`src/rtl/a2d_pkg.sv`:
```
// Shared types and constants for the A2D channel model: channel modes,
// protocol state machine states and the command field carrying the channel.
package a2d_pkg;

  typedef enum logic [1:0] {
    MODE_STATIC = 2'b00,
    MODE_UP     = 2'b01,
    MODE_DOWN   = 2'b10,
    MODE_BOUNCE = 2'b11
  } mode_e;

  typedef enum logic {
    ST_FIRST  = 1'b0,
    ST_SECOND = 1'b1
  } state_e;

  // Channel number position inside the 16-bit command word.
  localparam int CH_MSB     = 13;
  localparam int CH_LSB     = 11;
  localparam int FRAME_BITS = 16;

endpackage

```
`src/rtl/a2d_chan_model_spi_slave16.sv`:
```
// 16-bit serial slave: synchronises the link into clk, shifts the response
// word out on MISO and delivers the received command with a one-clk rdy.
module spi_slave16
  import a2d_pkg::*;
(
  input  logic        clk,
  input  logic        rst_n,
  input  logic        ss_n_i,
  input  logic        sclk_i,
  input  logic        mosi_i,
  input  logic [15:0] resp_i,
  output logic        miso_o,
  output logic        rdy_o,
  output logic [15:0] cmd_o
);

  // [0] first flop, [1] second flop, [2] previous synchronised value
  logic [2:0]  ss_q;
  logic [2:0]  sclk_q;
  logic [1:0]  mosi_q;
  logic [15:0] shreg_q;
  logic [4:0]  cnt_q;
  logic        mosi_bit_q;
  logic        rdy_q;
  logic [15:0] cmd_q;

  logic ss_fall, frame_active, sclk_rise, sclk_fall, mosi_s;

  assign ss_fall      = ss_q[2] & ~ss_q[1];
  assign frame_active = ~ss_q[1];
  assign sclk_rise    = ~sclk_q[2] & sclk_q[1];
  assign sclk_fall    = sclk_q[2] & ~sclk_q[1];
  assign mosi_s       = mosi_q[1];

  // Double-flop synchronisers plus one history stage for edge detection.
  always_ff @(posedge clk or negedge rst_n) begin
    if (!rst_n) begin
      ss_q   <= 3'b111;
      sclk_q <= 3'b111;
      mosi_q <= 2'b00;
    end else begin
      ss_q   <= {ss_q[1:0], ss_n_i};
      sclk_q <= {sclk_q[1:0], sclk_i};
      mosi_q <= {mosi_q[0], mosi_i};
    end
  end

  // Frame engine: load on SS_n fall, sample on SCLK rise, shift on SCLK fall.
  // The leading SCLK fall (before any rise) is skipped so bit 15 is presented
  // for the first rise; the 16th bit is taken straight from the synchroniser.
  always_ff @(posedge clk or negedge rst_n) begin
    if (!rst_n) begin
      shreg_q    <= '0;
      cnt_q      <= '0;
      mosi_bit_q <= 1'b0;
      rdy_q      <= 1'b0;
      cmd_q      <= '0;
    end else begin
      rdy_q <= 1'b0;
      if (ss_fall) begin
        shreg_q    <= resp_i;
        cnt_q      <= '0;
        mosi_bit_q <= 1'b0;
      end else if (frame_active) begin
        if (sclk_rise && (int'(cnt_q) < FRAME_BITS)) begin
          mosi_bit_q <= mosi_s;
          cnt_q      <= cnt_q + 5'd1;
          if (int'(cnt_q) == FRAME_BITS - 1) begin
            rdy_q <= 1'b1;
            cmd_q <= {shreg_q[14:0], mosi_s};
          end
        end
        if (sclk_fall && (cnt_q != 5'd0)) begin
          shreg_q <= {shreg_q[14:0], mosi_bit_q};
        end
      end
    end
  end

  assign miso_o = shreg_q[15];
  assign rdy_o  = rdy_q;
  assign cmd_o  = cmd_q;

endmodule

```
`config.mk`:
```
export PLATFORM = sky130hd
export DESIGN_NAME = spi_slave16
export DESIGN_NICKNAME = d
export VERILOG_FILES = /design/src/rtl/a2d_pkg.sv /design/src/rtl/a2d_chan_model_spi_slave16.sv
export SDC_FILE = /design/constraint.sdc
export NUM_CORES = 1
export LEC_CHECK = 0
export ABC_CLOCK_PERIOD_IN_PS = 2400
export CAP_MARGIN = 20
export CORE_ASPECT_RATIO = 0.9
export CORE_MARGIN = 2
export CORE_UTILIZATION = 25
export CTS_BUF_LIST = sky130_fd_sc_hd__clkbuf_16
export CTS_CLUSTER_SIZE = 12
export DETAILED_ROUTE_END_ITERATION = 12
export PLACE_DENSITY = 0.52
export RECOVER_POWER = 25
export SLEW_MARGIN = 20
export SYNTH_ARGS = -nofsm -noshare
export SYNTH_HDL_FRONTEND = slang
export SYNTH_SLANG_ARGS = --single-unit
```
`constraint.sdc`:
```
create_clock -name clk -period 2.4 [get_ports clk]
set_input_delay 0.24 -clock clk [delete_from_list [all_inputs] [get_ports clk]]
set_output_delay 0.24 -clock clk [all_outputs]
set_load 0.02 [all_outputs]
```
==> flow_metrics.py <==
metrics = {
    "route": {
        "wirelength_um": 4840,
        "routed_via_density": 4.58,
        "drt-initial-drc-count": 79,
        "first_pass_iters": 4,
        "wl_per_cell_um": 14.4,
        "remaining_drc_errors": 0,
        "wl_met2_um": 2090,
        "vias": 1539,
        "ant_nets": 0,
        "routed-wl-met3_um": 240,
        "highest_layer": "met4",
        "wl_met1_um": 2490,
    },
    "timing": {
        "drv_slew": 0,
        "timing.final.crit_share_pct": 78.6,
        "rsz0062_at_grt": "no",
        "period_minus_slack_ps": 1890,
        "fin_setup_tns_ps": 0,
        "setup_viol": 0,
        "fmax_mhz": 530,
        "tightest_slew_ps": 1200,
        "slew_headroom_pct": 19.7,
        "fin_ws_ps": 514,
        "hold_viol": 0,
        "fin_skew_ps": 4.23,
        "whs_ps": 360,
    },
    "power": {
        "cellLeakagePower_nw": 1.21,
        "ir_worst_vdd_v": 0.000287,
        "switchingPower_w": 0.000477,
        "p_sw_share_pct": 23.3,
        "power_density_mw_per_mm2": 717,
        "p_seq_share_pct": 44.8,
        "clockPowerShare_pct": 42.8,
        "comb_power_share_pct": 12.4,
        "intPower_w": 0.00157,
    },
    "place": {
        "io_buffer_count": 38,
        "place_hpwl_um": 3140,
        "routabilityCongestion": 0.777,
        "place_ws_ps": 524,
    },
    "yosys": {
        "synthesis.area_sq_mm": 0.00217,
        "yosysSeqAreaShare_pct": 54.6,
        "async_flop_share_pct": 100,
        "ys_types": 34,
        "synthCells": 177,
        "yosysWarnings": 0,
        "synth-edff-count": 0,
        "synthFlopType": "dfrtp_1",
        "syn_nets": 201,
        "ys_seq_elements": 47,
        "syn_area_per_cell_sq_um": 12.3,
    },
    "global_route": {
        "overflow": 0,
        "antenna_found_initial": 0,
        "grt_pass1_wl_um": 8150,
        "grt_max_degree": 26,
        "first_global_vias": 1617,
        "grt.total_usage_pct": 11.1,
    },
    "die": {
        "die_w_um": 102,
        "io_pins": 39,
        "die_area_sq_mm": 0.00944,
        "core-area_sq_mm": 0.00849,
        "initial_utilization_pct": 25.5,
        "fp.dieH_um": 92.4,
        "rows": 32,
    },
    "critical_path": {
        "slowest_delay_ps": 730,
        "start_kind": "register",
        "reg2reg_slack_ps": 510,
        "required_ps": 2540,
        "r2r-start": "cnt_q[0]",
        "crit_arrival_ps": 2030,
        "crit_chain": "inv_1 -> ha_1 -> or4b_1 -> a21boi_0 -> a211oi_1",
        "cp_num_buf_inv": 1,
        "reg2reg_to": "shreg_q[3]",
        "end_kind": "register",
        "critical-path-top-delay-family": "simple AND/OR/NAND/NOR gates",
        "cpMaxStageDelayCell": "or4b_1",
        "criticalPathCategory": "reg -> reg",
        "worstRegToRegCells": 5,
        "crit_fanout": 16,
    },
    "flow_run": {
        "maxCapViolations": 0,
    },
    "layout": {
        "drive_gt1_share_pct": 18.4,
        "synthToLayoutAreaGrowth_pct": 31.9,
        "diodes": 0,
        "nets": 240,
    },
    "clock_network": {
        "cts_resized": 0,
        "clk_pin_slew_ps": 60,
        "clockBufferDepth": 2,
        "cts_tree": "done",
        "clk_latency_ps": 280,
        "numCtsBuffers": 5,
        "cts-root-buf": "clkbuf_16",
        "htree_levels": 2,
        "numClockSinks": 47,
    },
    "worst_hold_path": {
        "hold_class": "reg -> reg",
        "hold_depth": 0,
        "min_from": "mosi_q[0]",
        "whs_endpoint": "mosi_q[1]",
    },
    "run_status": {
        "status": "finished, final reports clean",
    },
}
kinds of logic (layout without fill, tap and decap cells):
kind of cell / after synthesis / after routing / synth area share, %
compound gates: 55 / 55 / 18.4
fa+ha+maj: 3 / 3 / 1.73
buf+inv: 19 / 59 / 4.33
simple gates: 36 / 36 / 10.6
flops: 47 / 47 / 54.6
mux: 17 / 17 / 10.4
power groups by stage:
stage / registers, W / logic, W / clock network (W)
3_3_place_gp: 0.000930 / 0.000258 / 0
5_1_grt: 0.000929 / 0.000289 / 0.000937
6_report: 0.000919 / 0.000255 / 0.000877
3_5_place_dp: 0.000933 / 0.000256 / 0
2_1_floorplan: 0.000921 / 0.000165 / 0
4_1_cts: 0.000918 / 0.000259 / 0.000902
area by class of cell:
| class | count | area (sq um) |
|---|---|---|
| clock buffer | 5 | 125 |
| clock inverter | 3 | 63.8 |
| fill | 877 | 5630 |
| inverter | 7 | 26.3 |
| multi-input combinational | 111 | 891 |
| sequential | 47 | 1180 |
| tap | 119 | 149 |
| timing repair buffer | 44 | 422 |
stage by stage:
stage               utilization [%]  power [W]  cells  area [sq um]
global route                   33.7    0.00215    336          2860
global placement               31.4    0.00119    327          2660
detailed placement             31.4    0.00119    327          2660
floorplan                         -    0.00109    177          2170
finish                         33.7    0.00205    336          2860
CTS                            33.7    0.00208    336          2860
layer usage:
layer | GRT usage [%] | vias to the layer above
met5 | 0 | -
met4 | 3.00 | 0
met3 | 3.55 | 2
met2 | 15.8 | 35
met1 | 16.2 | 759
li1 | - | 743
cells in the final DEF (no fill, tap or decap), types with 2 or more instances in the layout:
cell / count
a211o_1: 3
a211oi_1: 15
a21boi_0: 14
and3_1: 2
buf_4: 5
bufinv_16: 2
clkbuf_16: 5
clkdlybuf4s50_1: 34
dfrtp_1: 41
dfstp_1: 2
dfstp_2: 4
dlygate4sd3_1: 4
ha_1: 3
inv_1: 8
mux2_2: 8
mux2_4: 9
nand4_1: 2
nor2_1: 17
nor3_1: 2
nor3b_1: 2
nor4_1: 2
o211ai_1: 2
o22ai_1: 17
timing repair:
| action | CTS | global route |
|---|---|---|
| endpoints found under the hold margin | 20 | 0 |
| setup buffers | 0 | 0 |
| hold buffers | 1 | 0 |
registers in the layout (all words and copies together) (netlist names):
signal,flops
shreg_q,16
ss_q,3
cnt_q,5
mosi_bit_q,1
mosi_q,2
cmd_o,16
sclk_q,3
rdy_o,1
how the worst max path moves through the flow:
stage	from	end	slack, ps	depth (start not counted)
floorplan	cnt_q[0]	cmd_o[10]	740	6
global placement	cnt_q[0]	shreg_q[14]	520	5
detailed placement	cnt_q[0]	shreg_q[14]	520	5
CTS	cnt_q[0]	shreg_q[14]	510	5
global route	cnt_q[0]	shreg_q[5]	350	5
finish	cnt_q[0]	shreg_q[3]	510	5
synth_stat cells (all sizes together) (2+ instances only):
library cell / count / area [sq um]
a211o: 3 / 26.3
a211oi: 16 / 125
a21boi: 14 / 105
and3: 2 / 12.5
buf: 6 / 45.0
clkbuf: 6 / 22.5
dfrtp: 41 / 1030
dfstp: 6 / 158
ha: 3 / 37.5
inv: 7 / 26.3
mux2: 17 / 225
nand4: 2 / 12.5
nor2: 18 / 70.1
nor3: 2 / 10.0
nor3b: 3 / 33.8
nor4: 2 / 12.5
o211ai: 2 / 15.0
o22ai: 17 / 106
or4b: 2 / 23.8
Power figures use the tool's default switching activity.
